### src/rtl/inst_encoder_loader_pkg.sv
// Shared definitions for the instruction encoder/loader.
//   - instruction class codes (same encoding the main control decoder emits)
//   - RV32 major opcodes
//   - loader FSM state encoding
//   - field bundle struct handed to the packer
package inst_encoder_loader_pkg;

  typedef enum logic [2:0] {
    CLS_R      = 3'b000,
    CLS_IALU   = 3'b001,
    CLS_LOAD   = 3'b010,
    CLS_STORE  = 3'b011,
    CLS_BRANCH = 3'b100,
    CLS_JAL    = 3'b101,
    CLS_LUI    = 3'b110,
    CLS_SYSTEM = 3'b111
  } cls_e;

  localparam logic [6:0] OPC_R      = 7'b0110011;
  localparam logic [6:0] OPC_I      = 7'b0010011;
  localparam logic [6:0] OPC_LOAD   = 7'b0000011;
  localparam logic [6:0] OPC_STORE  = 7'b0100011;
  localparam logic [6:0] OPC_BRANCH = 7'b1100011;
  localparam logic [6:0] OPC_JAL    = 7'b1101111;
  localparam logic [6:0] OPC_LUI    = 7'b0110111;
  localparam logic [6:0] OPC_SYSTEM = 7'b1110011;

  typedef enum logic [1:0] {
    ST_IDLE  = 2'd0,
    ST_RUN   = 2'd1,
    ST_FLUSH = 2'd2,
    ST_DONE  = 2'd3
  } state_e;

  typedef struct packed {
    cls_e        cls;
    logic [4:0]  rd;
    logic [4:0]  rs1;
    logic [4:0]  rs2;
    logic [2:0]  funct3;
    logic [6:0]  funct7;
    logic [31:0] imm;
  } bundle_t;

endpackage

### src/rtl/inst_encoder_loader_if.sv
// Field-bundle input handshake plus instruction-memory write port.
//   master : the loader (accepts bundles, drives the write port)
//   slave  : the environment (offers bundles, acknowledges writes)
interface inst_encoder_loader_if #(
  parameter int ADDR_W = 32
);
  logic              in_valid;
  logic              in_ready;
  logic              in_last;
  logic [2:0]        in_cls;
  logic [4:0]        in_rd;
  logic [4:0]        in_rs1;
  logic [4:0]        in_rs2;
  logic [2:0]        in_funct3;
  logic [6:0]        in_funct7;
  logic [31:0]       in_imm;
  logic              imem_ready;
  logic              imem_we;
  logic [ADDR_W-1:0] imem_addr;
  logic [31:0]       imem_wdata;

  modport master (
    input  in_valid, in_last, in_cls, in_rd, in_rs1, in_rs2,
           in_funct3, in_funct7, in_imm, imem_ready,
    output in_ready, imem_we, imem_addr, imem_wdata
  );

  modport slave (
    output in_valid, in_last, in_cls, in_rd, in_rs1, in_rs2,
           in_funct3, in_funct7, in_imm, imem_ready,
    input  in_ready, imem_we, imem_addr, imem_wdata
  );
endinterface

### src/rtl/inst_encoder_loader_pack.sv
// inst_pack: purely combinational RV32 packer.
//   bnd  : class code plus register/funct/immediate fields
//   word : 32-bit instruction; fields the class does not use are ignored
module inst_pack
  import inst_encoder_loader_pkg::*;
(
  input  bundle_t     bnd,
  output logic [31:0] word
);

  always_comb begin
    word = '0;
    case (bnd.cls)
      CLS_R:      word = {bnd.funct7, bnd.rs2, bnd.rs1, bnd.funct3, bnd.rd, OPC_R};
      CLS_IALU:   word = {bnd.imm[11:0], bnd.rs1, bnd.funct3, bnd.rd, OPC_I};
      CLS_LOAD:   word = {bnd.imm[11:0], bnd.rs1, bnd.funct3, bnd.rd, OPC_LOAD};
      CLS_STORE:  word = {bnd.imm[11:5], bnd.rs2, bnd.rs1, bnd.funct3,
                          bnd.imm[4:0], OPC_STORE};
      // branch offsets are halfword multiples, so imm[0] is dropped
      CLS_BRANCH: word = {bnd.imm[12], bnd.imm[10:5], bnd.rs2, bnd.rs1, bnd.funct3,
                          bnd.imm[4:1], bnd.imm[11], OPC_BRANCH};
      CLS_JAL:    word = {bnd.imm[20], bnd.imm[10:1], bnd.imm[11], bnd.imm[19:12],
                          bnd.rd, OPC_JAL};
      CLS_LUI:    word = {bnd.imm[31:12], bnd.rd, OPC_LUI};
      // ecall/ebreak select via imm[11:0]; all register fields are zero
      CLS_SYSTEM: word = {bnd.imm[11:0], 5'd0, 3'd0, 5'd0, OPC_SYSTEM};
      default:    word = '0;
    endcase
  end

endmodule

### src/rtl/inst_encoder_loader.sv
// inst_encoder_loader: packs field bundles into RV32 words, buffers them in a
// small FIFO and writes them to instruction memory at contiguous addresses.
//   clk, rst_n   : clock, synchronous active-low reset
//   start        : begins a load session (only honoured in IDLE)
//   bus (master) : bundle handshake in, imem write port out
//   busy         : session in progress (state != IDLE)
//   done         : one-cycle pulse once the last word has been written
//   err_overflow : sticky, more than MAX_WORDS bundles offered this session
module inst_encoder_loader
  import inst_encoder_loader_pkg::*;
#(
  parameter int                ADDR_W     = 32,
  parameter logic [ADDR_W-1:0] BASE_ADDR  = '0,
  parameter int                MAX_WORDS  = 256,
  parameter int                FIFO_DEPTH = 4
) (
  input  logic                  clk,
  input  logic                  rst_n,
  input  logic                  start,
  inst_encoder_loader_if.master bus,
  output logic                  busy,
  output logic                  done,
  output logic                  err_overflow
);

  localparam int PW = $clog2(FIFO_DEPTH);
  localparam int CW = $clog2(MAX_WORDS + 1);

  state_e            state_q, state_d;
  logic [PW:0]       wr_ptr, rd_ptr;
  logic [31:0]       mem [FIFO_DEPTH];
  logic [CW-1:0]     word_cnt;
  logic [ADDR_W-1:0] addr_q;
  logic              err_q;
  logic              rdy;
  logic              empty, full, at_limit;
  logic              accept, push, drop, pop;
  bundle_t           bnd;
  logic [31:0]       enc_word;

  assign bnd = '{cls:    cls_e'(bus.in_cls),
                 rd:     bus.in_rd,
                 rs1:    bus.in_rs1,
                 rs2:    bus.in_rs2,
                 funct3: bus.in_funct3,
                 funct7: bus.in_funct7,
                 imm:    bus.in_imm};

  inst_pack u_pack (
    .bnd  (bnd),
    .word (enc_word)
  );

  // extra pointer MSB distinguishes full from empty
  assign empty    = (wr_ptr == rd_ptr);
  assign full     = (wr_ptr[PW] != rd_ptr[PW]) && (wr_ptr[PW-1:0] == rd_ptr[PW-1:0]);
  assign at_limit = (word_cnt == CW'(MAX_WORDS));

  // past the session limit bundles are swallowed so upstream can still
  // reach in_last, but nothing more goes into the FIFO
  assign accept = bus.in_valid && rdy;
  assign push   = accept && !at_limit;
  assign drop   = accept && at_limit;
  assign pop    = !empty && bus.imem_ready;

  always_comb begin
    state_d = state_q;
    rdy     = 1'b0;
    done    = 1'b0;
    busy    = (state_q != ST_IDLE);
    case (state_q)
      ST_IDLE:  if (start) state_d = ST_RUN;
      ST_RUN: begin
        rdy = at_limit || !full;
        if (bus.in_valid && rdy && bus.in_last) state_d = ST_FLUSH;
      end
      ST_FLUSH: if (empty) state_d = ST_DONE;
      ST_DONE: begin
        done    = 1'b1;
        state_d = ST_IDLE;
      end
      default:  state_d = ST_IDLE;
    endcase
  end

  always_ff @(posedge clk) begin
    if (!rst_n) state_q <= ST_IDLE;
    else        state_q <= state_d;
  end

  always_ff @(posedge clk) begin
    if (!rst_n) begin
      wr_ptr   <= '0;
      rd_ptr   <= '0;
      addr_q   <= BASE_ADDR;
      word_cnt <= '0;
      err_q    <= 1'b0;
    end else begin
      // FIFO is always empty in IDLE, so the reload cannot race a pop
      if (state_q == ST_IDLE && start) begin
        addr_q   <= BASE_ADDR;
        word_cnt <= '0;
        err_q    <= 1'b0;
      end
      if (push) begin
        wr_ptr   <= wr_ptr + 1'b1;
        word_cnt <= word_cnt + CW'(1);
      end
      if (drop) err_q <= 1'b1;
      if (pop) begin
        rd_ptr <= rd_ptr + 1'b1;
        addr_q <= addr_q + ADDR_W'(4);
      end
    end
  end

  // storage carries no reset; stale entries are masked by the pointers
  always_ff @(posedge clk) begin
    if (push) mem[wr_ptr[PW-1:0]] <= enc_word;
  end

  assign bus.in_ready   = rdy;
  assign bus.imem_we    = !empty;
  assign bus.imem_addr  = addr_q;
  assign bus.imem_wdata = empty ? 32'd0 : mem[rd_ptr[PW-1:0]];
  assign err_overflow   = err_q;

endmodule

### src/flat_wrapper.sv
// flat-port wrapper written by rule: the top's interface ports become plain ports
module inst_encoder_loader_flat import inst_encoder_loader_pkg::*;
#(
  parameter int                ADDR_W     = 32,
  parameter logic [ADDR_W-1:0] BASE_ADDR  = '0,
  parameter int                MAX_WORDS  = 256,
  parameter int                FIFO_DEPTH = 4
)
  (clk, rst_n, start, busy, done, err_overflow, bus_in_valid, bus_in_last, bus_in_cls, bus_in_rd, bus_in_rs1, bus_in_rs2, bus_in_funct3, bus_in_funct7, bus_in_imm, bus_imem_ready, bus_in_ready, bus_imem_we, bus_imem_addr, bus_imem_wdata);
  inst_encoder_loader_if #(.ADDR_W(ADDR_W)) bus_i ();
  input  logic clk;
  input  logic rst_n;
  input  logic start;
  output logic busy;
  output logic done;
  output logic err_overflow;
  input wire logic [$bits(bus_i.in_valid)-1:0] bus_in_valid;
  input wire logic [$bits(bus_i.in_last)-1:0] bus_in_last;
  input wire logic [$bits(bus_i.in_cls)-1:0] bus_in_cls;
  input wire logic [$bits(bus_i.in_rd)-1:0] bus_in_rd;
  input wire logic [$bits(bus_i.in_rs1)-1:0] bus_in_rs1;
  input wire logic [$bits(bus_i.in_rs2)-1:0] bus_in_rs2;
  input wire logic [$bits(bus_i.in_funct3)-1:0] bus_in_funct3;
  input wire logic [$bits(bus_i.in_funct7)-1:0] bus_in_funct7;
  input wire logic [$bits(bus_i.in_imm)-1:0] bus_in_imm;
  input wire logic [$bits(bus_i.imem_ready)-1:0] bus_imem_ready;
  output wire logic [$bits(bus_i.in_ready)-1:0] bus_in_ready;
  output wire logic [$bits(bus_i.imem_we)-1:0] bus_imem_we;
  output wire logic [$bits(bus_i.imem_addr)-1:0] bus_imem_addr;
  output wire logic [$bits(bus_i.imem_wdata)-1:0] bus_imem_wdata;
  assign bus_i.in_valid = bus_in_valid;
  assign bus_i.in_last = bus_in_last;
  assign bus_i.in_cls = bus_in_cls;
  assign bus_i.in_rd = bus_in_rd;
  assign bus_i.in_rs1 = bus_in_rs1;
  assign bus_i.in_rs2 = bus_in_rs2;
  assign bus_i.in_funct3 = bus_in_funct3;
  assign bus_i.in_funct7 = bus_in_funct7;
  assign bus_i.in_imm = bus_in_imm;
  assign bus_i.imem_ready = bus_imem_ready;
  assign bus_in_ready = bus_i.in_ready;
  assign bus_imem_we = bus_i.imem_we;
  assign bus_imem_addr = bus_i.imem_addr;
  assign bus_imem_wdata = bus_i.imem_wdata;
  inst_encoder_loader #(.ADDR_W(ADDR_W), .BASE_ADDR(BASE_ADDR), .MAX_WORDS(MAX_WORDS), .FIFO_DEPTH(FIFO_DEPTH)) u_core (.clk(clk), .rst_n(rst_n), .start(start), .bus(bus_i), .busy(busy), .done(done), .err_overflow(err_overflow));
endmodule
### config.mk
export PLATFORM = sky130hd
export DESIGN_NAME = inst_encoder_loader_flat
export DESIGN_NICKNAME = d
export VERILOG_FILES = /design/src/rtl/inst_encoder_loader_pkg.sv /design/src/rtl/inst_encoder_loader_if.sv /design/src/rtl/inst_encoder_loader_pack.sv /design/src/rtl/inst_encoder_loader.sv /design/src/flat_wrapper.sv
export SDC_FILE = /design/constraint.sdc
export NUM_CORES = 1
export LEC_CHECK = 0
export CORE_MARGIN = 5
export CORE_UTILIZATION = 45
export DETAILED_ROUTE_END_ITERATION = 7
export GPL_TIMING_DRIVEN = 1
export PLACE_DENSITY = 0.73
export SYNTH_ARGS = -nofsm -noshare
export SYNTH_HDL_FRONTEND = slang
export SYNTH_HIERARCHICAL = 1
export SYNTH_SLANG_ARGS = --single-unit
export TNS_END_PERCENT = 10
### constraint.sdc
create_clock -name clk -period 2.69 [get_ports clk]
set_input_delay 0.538 -clock clk [delete_from_list [all_inputs] [get_ports clk]]
set_output_delay 0.538 -clock clk [all_outputs]
set_load 0.01 [all_outputs]
==> results of run 1 <==
-- flip-flops by register name (all words and copies together) (netlist names), named ones only --
register and count:
u_core/mem 128, u_core/bus.imem_addr 30, u_core/word_cnt 9, u_core/rd_ptr 3, u_core/wr_ptr 3, u_core/state_q 2, u_core/err_overflow 1
-- layout make-up --
type	instances	area (um^2)	area share, %
clock inverters	15	205.2	1.773
well taps	265	331.6	2.865
repair buffers	186	1812	15.65
diodes	1	2.502	0.02162
multi-input cells	485	3864	33.38
inverters	22	82.58	0.7134
clock buffers	17	425.4	3.675
flip-flops and latches	178	4852	41.92
-- through the flow --
stage	power, W	std cells	setup TNS (ns)	setup slack (ns)	hold WS [ns]
after detailed placement	0.005879	1135	-2.341	-0.1167	0.4878
after CTS	0.008310	1168	-0.1195	-0.1195	0.5115
after floorplan	0.004718	738	0	0.07463	0.4677
after global routing	0.008636	1168	0	0.04373	0.5492
final	0.008222	1169	0	0.1159	0.5072
after global placement	0.005863	1135	-0.4403	-0.04115	0.4862
-- cells by family after synthesis --
family | count (synthesis)
simple gates | 240
flops | 178
compound gates | 166
buf+inv | 75
mux | 51
fa+ha+maj | 16
xor+xnor | 8
other cells | 2
-- power by group --
group	total, W	switching [W]	internal (W)
clock	0.00251	0.00123	0.00128
combinational	0.00248	0.00133	0.00115
sequential	0.00323	0.0000864	0.00315
total	0.00822	0.00264	0.00558
-- cells in the final DEF, fill, tap and decap left out, drive strengths merged, types with 9 or more instances in the layout --
| cell type | Yosys | layout |
|---|---|---|
| edfxtp | 128 | 128 |
| clkdlybuf4s50 | 0 | 98 |
| buf | 33 | 54 |
| dfxtp | 50 | 50 |
| nand2 | 48 | 48 |
| nor2b | 41 | 41 |
| o21ai | 41 | 41 |
| dlygate4sd2 | 0 | 32 |
| mux4 | 32 | 32 |
| a21oi | 27 | 27 |
| o211ai | 26 | 26 |
| inv | 21 | 26 |
| nand3 | 25 | 25 |
| nor2 | 18 | 18 |
| clkbuf | 20 | 17 |
| nand2b | 17 | 17 |
| nand4 | 16 | 16 |
| ha | 16 | 16 |
| mux2i | 15 | 15 |
| a22oi | 14 | 14 |
| and3 | 12 | 12 |
| nor4 | 11 | 11 |
| a32oi | 10 | 10 |
| clkinv | 1 | 10 |
| a31oi | 9 | 9 |
| nor3b | 9 | 9 |
| nor3 | 9 | 9 |
-- synth_stat cells (9+ instances only) --
cell type and instances:
a21oi_1 27, a22oi_1 14, a31oi_1 9, a32oi_1 10, and3_1 12, buf_2 21
clkbuf_1 18, dfxtp_1 50, edfxtp_1 128, ha_1 16, inv_1 21, mux2i_1 15
mux4_2 32, nand2_1 47, nand2b_1 17, nand3_1 24, nand4_1 16, nor2_1 17
nor2b_1 40, o211ai_1 26, o21ai_0 25, o21ai_1 13
-- repair_timing --
| item | 4_1_cts | 5_1_grt |
|---|---|---|
| hold endpoints to repair | 0 | 0 |
| endpoints found under the setup margin | 34 | 2 |
| resized for setup | 39 | 6 |
| pin swaps | 0 | 1 |
| cloned | 1 | 0 |
-- worst max-delay path: cells and delay by family (launching register included) --
kind                   cells  cell delay (ns)
muxes                      1             0.52
and+or+nand+nor            1             0.20
buffers and inverters      2             0.49
DFF                        1             0.40
-- worst paths after layout --
path,end,slack [ns],cells past startpoint
max,bus_imem_wdata[5],0.12,4
min reg2reg,u_core/err_overflow,0.51,2
min,u_core/err_overflow,0.51,2
max reg2reg,u_core/bus.imem_addr[10],0.42,4
-- per-layer routing --
layer,track usage [%],vias up
met4,5.256,0
met5,0,-
met1,27.54,3251
li1,-,3168
met2,32.76,250
met3,3.183,25
==> flow_metrics.env, run 1 <==
export IMPL_run_status="completed"
export IMPL_p_leak_nw=4.004
export IMPL_avgViaCountPerCell=5.726
export IMPL_nets=972
export IMPL_crit_slowest_cell="mux4_2"
export IMPL_synth_area_mux_share_pct=10.15
export IMPL_synthSimpleGateAreaFrac_pct=16.07
export IMPL_syn_to_final_growth_pct=28.31
export IMPL_cts_setup_buffers=0
export IMPL_cp_end_kind="primary output"
export IMPL_synth_top_area_cell="edfxtp_1"
export IMPL_vias=6694
export IMPL_grt_max_degree=45
export IMPL_die_area_um2=22980
export IMPL_htreeDepth=4
export IMPL_wl_met1_mm=9.642
export IMPL_synth_fa_ha_area_share_pct=2.219
export IMPL_ys_types=76
export IMPL_reg2reg_from="u_core/rd_ptr[2]"
export IMPL_synth_edff_count=128
export IMPL_crit_fanout=16
export IMPL_cts_hold_buffers_added=0
export IMPL_wl_met2_mm=10.83
export IMPL_top_layer_used="met4"
export IMPL_final_util_pct=59.09
export IMPL_yosys_register_bits=178
export IMPL_cts_made_buffers=17
export IMPL_slew_viol_final=0
export IMPL_cp_start_kind="register"
export IMPL_skew_ns=0.01368
export IMPL_p_per_area_nw_per_um2=710.3
export IMPL_cts_tree="done"
export IMPL_drt_iter0_drc=550
export IMPL_async_flop_share_pct=0
export IMPL_start_util_pct=46.05
export IMPL_gp_congestion=0.9387
export IMPL_clkTransAtPathRegs_ns=0.07
export IMPL_synth_xor_area_share_pct=1.026
export IMPL_ioPinCount=135
export IMPL_synth_area_um2=9021
export IMPL_hp_start="u_core/err_overflow"
export IMPL_clk_path_buf_depth=2
export IMPL_rsz0062_at_grt="no"
export IMPL_hold_class="reg -> reg"
export IMPL_grt_antenna_before_repair=0
export IMPL_synth_area_leaders="edfxtp_1 43%, dfxtp_1 11%, mux4_2 8.0%"
export IMPL_cts_root_buffer="clkbuf_16"
export IMPL_drive_above_1_share_pct=17.17
export IMPL_route_detailed_drc=0
export IMPL_drt_total_wl_mm=22.19
export IMPL_grt_pass1_vias=6543
export IMPL_placement_io_buffers=132
export IMPL_fin_crit_sh_pct=95.69
export IMPL_syn_inst=736
export IMPL_synth_warnings=6
export IMPL_tightest_slew_ns=1.250
export IMPL_wl_per_cell_um=18.98
export IMPL_gr_total_overflow=0
export IMPL_cp_data_arrival_time_ns=2.04
export IMPL_dr_wl_met3_mm=1.446
export IMPL_period_needed_ns=2.574
export IMPL_setup_violations=0
export IMPL_synth_compound_area_share_pct=12.54
export IMPL_clkLatencyLatePin_ns=0.44
export IMPL_drv_cap=0
export IMPL_synth_seq_area_share_pct=53.70
export IMPL_path_cells="buf_12 > mux4_2 > nor2b_2 > dlygate4sd2_1"
export IMPL_die_w_um=151.6
export IMPL_firstDrtPassIters=5
export IMPL_cts_sinks=178
export IMPL_max_freq_mhz=388.5
export IMPL_fill_cells=1589
export IMPL_avgSynthCellArea_um2=12.26
export IMPL_rows=51
export IMPL_fp_dieH_um=151.6
export IMPL_synth_flop_cell="edfxtp_1"
export IMPL_synth_top_family_by_area="simple AND/OR/NAND/NOR gates"
export IMPL_hpwl_mm=15.30
export IMPL_vdd_ir_drop_max_mv=0.5126
export IMPL_slowest_delay_ns=0.52
export IMPL_grt_first_pass_wirelength_mm=35.35
export IMPL_coreArea_um2=19590
export IMPL_post_dp_cell_area_um2=10900
export IMPL_crit_required_ns=2.15
export IMPL_drtAntennaViolNets=0
export IMPL_relSlewSlack_pct=16.20
export IMPL_setup_worst_path_class="reg -> out"
export IMPL_synth_top_cell_area_share_pct=42.61
export IMPL_track_usage_pct=19.86
export IMPL_design_area_um2=11570
export IMPL_finalHoldViolCount=0
Power figures use the tool's default switching activity.
==> run 2, diff against run 1 <==
--- a/config.mk
+++ b/config.mk
@@ -5,6 +5,7 @@
 export SDC_FILE = /design/constraint.sdc
 export NUM_CORES = 1
 export LEC_CHECK = 0
+export ABC_CLOCK_PERIOD_IN_PS = 2690
 export CORE_MARGIN = 5
 export CORE_UTILIZATION = 45
 export DETAILED_ROUTE_END_ITERATION = 7
@@ -14,4 +15,3 @@
 export SYNTH_HDL_FRONTEND = slang
 export SYNTH_HIERARCHICAL = 1
 export SYNTH_SLANG_ARGS = --single-unit
-export TNS_END_PERCENT = 10
==> flow_metrics.env, run 2 (synthesis results as in run 1) <==
export IMPL_run_status="completed"
export IMPL_skew_ns=0.01230
export IMPL_htreeDepth=4
export IMPL_grt_max_degree=45
export IMPL_die_area_um2=22980
export IMPL_drv_cap=0
export IMPL_vdd_ir_drop_max_mv=0.5292
export IMPL_hold_class="reg -> reg"
export IMPL_max_freq_mhz=385.0
export IMPL_power_switching_w=0.002734
export IMPL_cp_start_kind="register"
export IMPL_rsz0062_at_grt="no"
export IMPL_firstDrtPassIters=5
export IMPL_vias=6803
export IMPL_finalHoldViolCount=0
export IMPL_mostFrequentLayoutCell="edfxtp_1"
export IMPL_relSlewSlack_pct=11.91
export IMPL_nets=984
export IMPL_cp_end_kind="primary output"
export IMPL_path_buf_inv=3
export IMPL_cp_data_arrival_time_ns=2.06
export IMPL_clkLatencyLatePin_ns=0.44
export IMPL_largest_reg_flops=128
export IMPL_regArea_um2=4852
export IMPL_path_cells="buf_12 > buf_12 > mux4_2 > nor2b_1 > dlygate4sd2_1"
export IMPL_placement_io_buffers=132
export IMPL_wl_per_cell_um=19.26
export IMPL_power_frac_seq_pct=38.1
export IMPL_slew_viol_final=0
export IMPL_rows=51
export IMPL_power_w=0.008492
export IMPL_track_usage_pct=20.00
export IMPL_post_place_ws_ns=-0.1167
export IMPL_grt_antenna_before_repair=0
export IMPL_holdWs_ns=0.5080
export IMPL_clkTransAtPathRegs_ns=0.07
export IMPL_clk_path_buf_depth=2
export IMPL_grt_pass1_vias=6583
export IMPL_p_sw_share_pct=32.20
export IMPL_cts_tree="done"
export IMPL_power_frac_clock_pct=29.6
export IMPL_gr_total_overflow=0
export IMPL_p_per_area_nw_per_um2=724.1
export IMPL_crit_path_frequent_cell="buf_12"
export IMPL_setup_violations=0
export IMPL_fp_dieH_um=151.6
export IMPL_gp_congestion=0.9387
export IMPL_grt_first_pass_wirelength_mm=35.57
export IMPL_syn_to_final_growth_pct=30.00
export IMPL_setup_tns_ns=0
export IMPL_n_antenna_cell=0
export IMPL_drtAntennaViolNets=0
export IMPL_drive_above_1_share_pct=18.25
export IMPL_start_util_pct=46.05
export IMPL_fin_crit_sh_pct=96.56
export IMPL_final_cell_mix="128 x edfxtp_1, 99 x clkdlybuf4s50_1, 53 x buf_4"
export IMPL_multi_input_area_um2=3864
export IMPL_fill_cells=1565
export IMPL_crit_fanout=7
export IMPL_slowest_delay_ns=0.49
export IMPL_power_frac_comb_pct=32.3
export IMPL_period_needed_ns=2.598
export IMPL_die_w_um=151.6
export IMPL_setup_worst_path_class="reg -> out"
export IMPL_crit_required_ns=2.15
export IMPL_crit_slowest_cell="mux4_2"
export IMPL_tightest_slew_ns=1.314
export IMPL_drt_total_wl_mm=22.73
export IMPL_coreArea_um2=19590
export IMPL_cts_sinks=178
export IMPL_avgViaCountPerCell=5.765
export IMPL_route_detailed_drc=0
export IMPL_path_delay_family="buffers and inverters"
export IMPL_drt_iter0_drc=547
export IMPL_p_int_w=0.005758
export IMPL_p_leak_nw=4.076
export IMPL_hpwl_mm=15.30
export IMPL_ioPinCount=135
export IMPL_worst_slack_ns=0.09248
export IMPL_cts_root_buffer="clkbuf_16"
export IMPL_cts_made_buffers=17
[run 2: metal layers]
metal / share of wire [%] / GRT usage, %
met5: 0 / 0
met4: 1.6 / 5.571
met3: 6.4 / 3.093
met2: 48 / 33.10
met1: 44 / 27.59
[run 2: path summary, 6_finish.rpt]
check,from,to,slack (ns),cells past startpoint
worst min-delay path,u_core/err_overflow,u_core/err_overflow,0.51,2
worst min register to register,u_core/err_overflow,u_core/err_overflow,0.51,2
worst max register to register,u_core/rd_ptr[2],u_core/bus.imem_addr[24],0.25,6
worst max-delay path,register,bus_imem_wdata[24],0.09,5
[run 2: final cells by class]
type,instances,share of cell area [%]
sequential,178,41.37
timing repair buffer,198,16.77
clock inverter,15,1.750
tap,265,2.827
inverter,22,0.7042
clock buffer,17,3.627
multi-input combinational,485,32.95
[run 2: per-stage QoR]
step | area, um^2 | util (%) | cells
finish | 11730 | 59.86 | 1180
global route | 11730 | 59.86 | 1180
CTS | 11620 | 59.33 | 1172
detailed placement | 10900 | 55.65 | 1135
global placement | 10900 | 55.65 | 1135
floorplan | 9029 | - | 738
[run 2: worst reg2reg max path, delay by kind of cell, from the launching register on]
kind                   cells  cell delay [ns]
AO/OA/AOI/OAI              1             1.07
flip-flops                 1             0.37
XOR/XNOR                   1             0.22
multiplexers               1             0.13
buffers and inverters      2             0.47
AND/OR/NAND/NOR            1             0.06
[run 2: power groups by stage]
| stage | registers, W | logic (W) | clock network [W] |
|---|---|---|---|
| 6_report | 0.00324 | 0.00274 | 0.00251 |
| 5_1_grt | 0.00325 | 0.00296 | 0.00268 |
| 4_1_cts | 0.00324 | 0.00259 | 0.00256 |
| 3_5_place_dp | 0.00328 | 0.00260 | 0 |
| 3_3_place_gp | 0.00327 | 0.00259 | 0 |
| 2_1_floorplan | 0.00326 | 0.00145 | 0 |
[run 2: repair_timing]
action,in CTS,in global routing
gates cloned,2,1
endpoints found under the setup margin,34,3
buffers inserted,3,7
pin swaps,0,1
hold buffers,0,0
gates resized for setup,43,1
==> run 3, diff against run 2 <==
--- a/config.mk
+++ b/config.mk
@@ -7,10 +7,11 @@
 export LEC_CHECK = 0
 export ABC_CLOCK_PERIOD_IN_PS = 2690
 export CORE_MARGIN = 5
-export CORE_UTILIZATION = 45
+export CORE_UTILIZATION = 50
+export CTS_CLUSTER_SIZE = 8
 export DETAILED_ROUTE_END_ITERATION = 7
 export GPL_TIMING_DRIVEN = 1
-export PLACE_DENSITY = 0.73
+export PLACE_DENSITY = 0.8
 export SYNTH_ARGS = -nofsm -noshare
 export SYNTH_HDL_FRONTEND = slang
 export SYNTH_HIERARCHICAL = 1
==> flow_metrics.env, run 3 (synthesis results as in run 1) <==
export IMPL_run_status="completed"
export IMPL_final_cell_mix="128 x edfxtp_1, 98 x clkdlybuf4s50_1, 47 x nand2_1"
export IMPL_syn_to_final_growth_pct=29.53
export IMPL_wl_per_cell_um=20.28
export IMPL_cp_start_kind="register"
export IMPL_grt_pass1_vias=6694
export IMPL_die_w_um=144.3
export IMPL_setup_tns_ns=0
export IMPL_p_int_w=0.005861
export IMPL_finalHoldViolCount=0
export IMPL_n_antenna_cell=0
export IMPL_drt_iter0_drc=640
export IMPL_fp_dieH_um=144.3
export IMPL_mostFrequentLayoutCell="edfxtp_1"
export IMPL_p_sw_share_pct=31.45
export IMPL_grt_max_degree=45
export IMPL_start_util_pct=50.56
export IMPL_grt_antenna_before_repair=0
export IMPL_power_frac_seq_pct=37.9
export IMPL_clkLatencyLatePin_ns=0.44
export IMPL_power_frac_clock_pct=28.6
export IMPL_cts_tree="done"
export IMPL_cts_hold_buffers_added=0
export IMPL_route_detailed_drc=0
export IMPL_nets=977
export IMPL_gp_congestion=0.8845
export IMPL_firstDrtPassIters=5
export IMPL_drv_cap=0
export IMPL_holdWs_ns=0.5049
export IMPL_power_switching_w=0.002689
export IMPL_gr_total_overflow=0
export IMPL_largest_reg_flops=128
export IMPL_setup_violations=0
export IMPL_power_w=0.008550
export IMPL_htreeDepth=4
export IMPL_grt_first_pass_wirelength_mm=36.14
export IMPL_crit_fanout=9
export IMPL_die_area_um2=20830
export IMPL_clk_path_buf_depth=2
export IMPL_rsz0062_at_grt="no"
export IMPL_p_per_area_nw_per_um2=731.7
export IMPL_avgViaCountPerCell=6.086
export IMPL_vias=6920
export IMPL_cp_data_arrival_time_ns=2.06
export IMPL_setup_worst_path_class="reg -> out"
export IMPL_drtAntennaViolNets=0
export IMPL_vdd_ir_drop_max_mv=0.5052
export IMPL_skew_ns=0.01197
export IMPL_max_freq_mhz=384.8
export IMPL_ioPinCount=135
export IMPL_rows=49
export IMPL_reg2reg_slack_ns=0.57
export IMPL_drive_above_1_share_pct=18.17
export IMPL_clkTransAtPathRegs_ns=0.07
export IMPL_relSlewSlack_pct=42.00
export IMPL_cts_root_buffer="clkbuf_16"
export IMPL_hold_class="reg -> reg"
export IMPL_post_place_ws_ns=-0.1529
export IMPL_worst_slack_ns=0.09096
export IMPL_final_util_pct=65.50
export IMPL_cts_made_buffers=17
export IMPL_coreArea_um2=17840
export IMPL_p_leak_nw=4.103
export IMPL_hpwl_mm=15.29
export IMPL_drt_total_wl_mm=23.05
export IMPL_period_needed_ns=2.599
export IMPL_tightest_slew_ns=0.8609
export IMPL_crit_required_ns=2.15
export IMPL_track_usage_pct=22.47
export IMPL_cts_sinks=178
export IMPL_fin_crit_sh_pct=96.62
export IMPL_power_frac_comb_pct=33.6
export IMPL_cp_end_kind="primary output"
export IMPL_slew_viol_final=0
export IMPL_placement_io_buffers=132
[run 3: cell types whose count changed in the layout (fill, tap and decap cells not counted), sizes merged]
cell	delta
buf	-7
inv	+3
clkinv	-2
dlymetal6s2s	+2
bufbuf	+1
clkbuf	-1
clkdlybuf4s50	-1
clkinvlp	-1
dlygate4sd2	-1
[run 3: path summary, 6_finish.rpt]
kind                        endpoint         startpoint  cells after the start
setup reg to reg    u_core/mem[2][0]  u_core/state_q[1]                      6
hold / removal     u_core/state_q[1]  u_core/state_q[1]                      2
setup / recovery  bus_imem_wdata[24]           register                      5
hold reg to reg    u_core/state_q[1]  u_core/state_q[1]                      2
[run 3: area by class of cell]
| class | count | area (um^2) |
|---|---|---|
| inverters | 22 | 82.58 |
| repair buffers | 191 | 1968 |
| multi-input cells | 485 | 3887 |
| clock buffers | 17 | 425.4 |
| flip-flops and latches | 178 | 4861 |
| clock inverters | 15 | 173.9 |
| fillers | 1273 | 6156 |
| well taps | 229 | 286.5 |
[run 3: metal layers]
layer | GRT usage [%] | vias to the layer above | share of wire [%]
met5 | 0 | - | 0
met4 | 6.726 | 0 | 1.6
met3 | 4.266 | 32 | 7.9
met2 | 37.16 | 350 | 49
met1 | 30.38 | 3343 | 41
li1 | - | 3195 | -
[run 3: critical path: stages (launching register included)]
cell	delay (ns)
dfxtp_4	0.39
buf_12	0.14
buf_8	0.14
mux4_2	0.51
nor2b_1	0.16
dlygate4sd2_1	0.29
[run 3: repair_timing]
action,CTS,global route
pin swaps,2,1
buffers inserted,6,7
resized for setup,45,15
gates cloned,3,0
setup endpoints to repair,33,3
hold endpoints to repair,0,0
[run 3: power by group through the flow]
stage	logic [W]	registers, W	clock network [W]
6_report	0.00287	0.00324	0.00244
4_1_cts	0.00278	0.00323	0.00248
5_1_grt	0.00309	0.00325	0.00260
3_3_place_gp	0.00255	0.00327	0
3_5_place_dp	0.00258	0.00328	0
2_1_floorplan	0.00145	0.00326	0
[run 3: through the flow]
stage	cells	area, um^2
after CTS	1130	11560
after detailed placement	1089	10790
after floorplan	738	9029
final	1137	11690
after global placement	1089	10790
after global routing	1137	11690
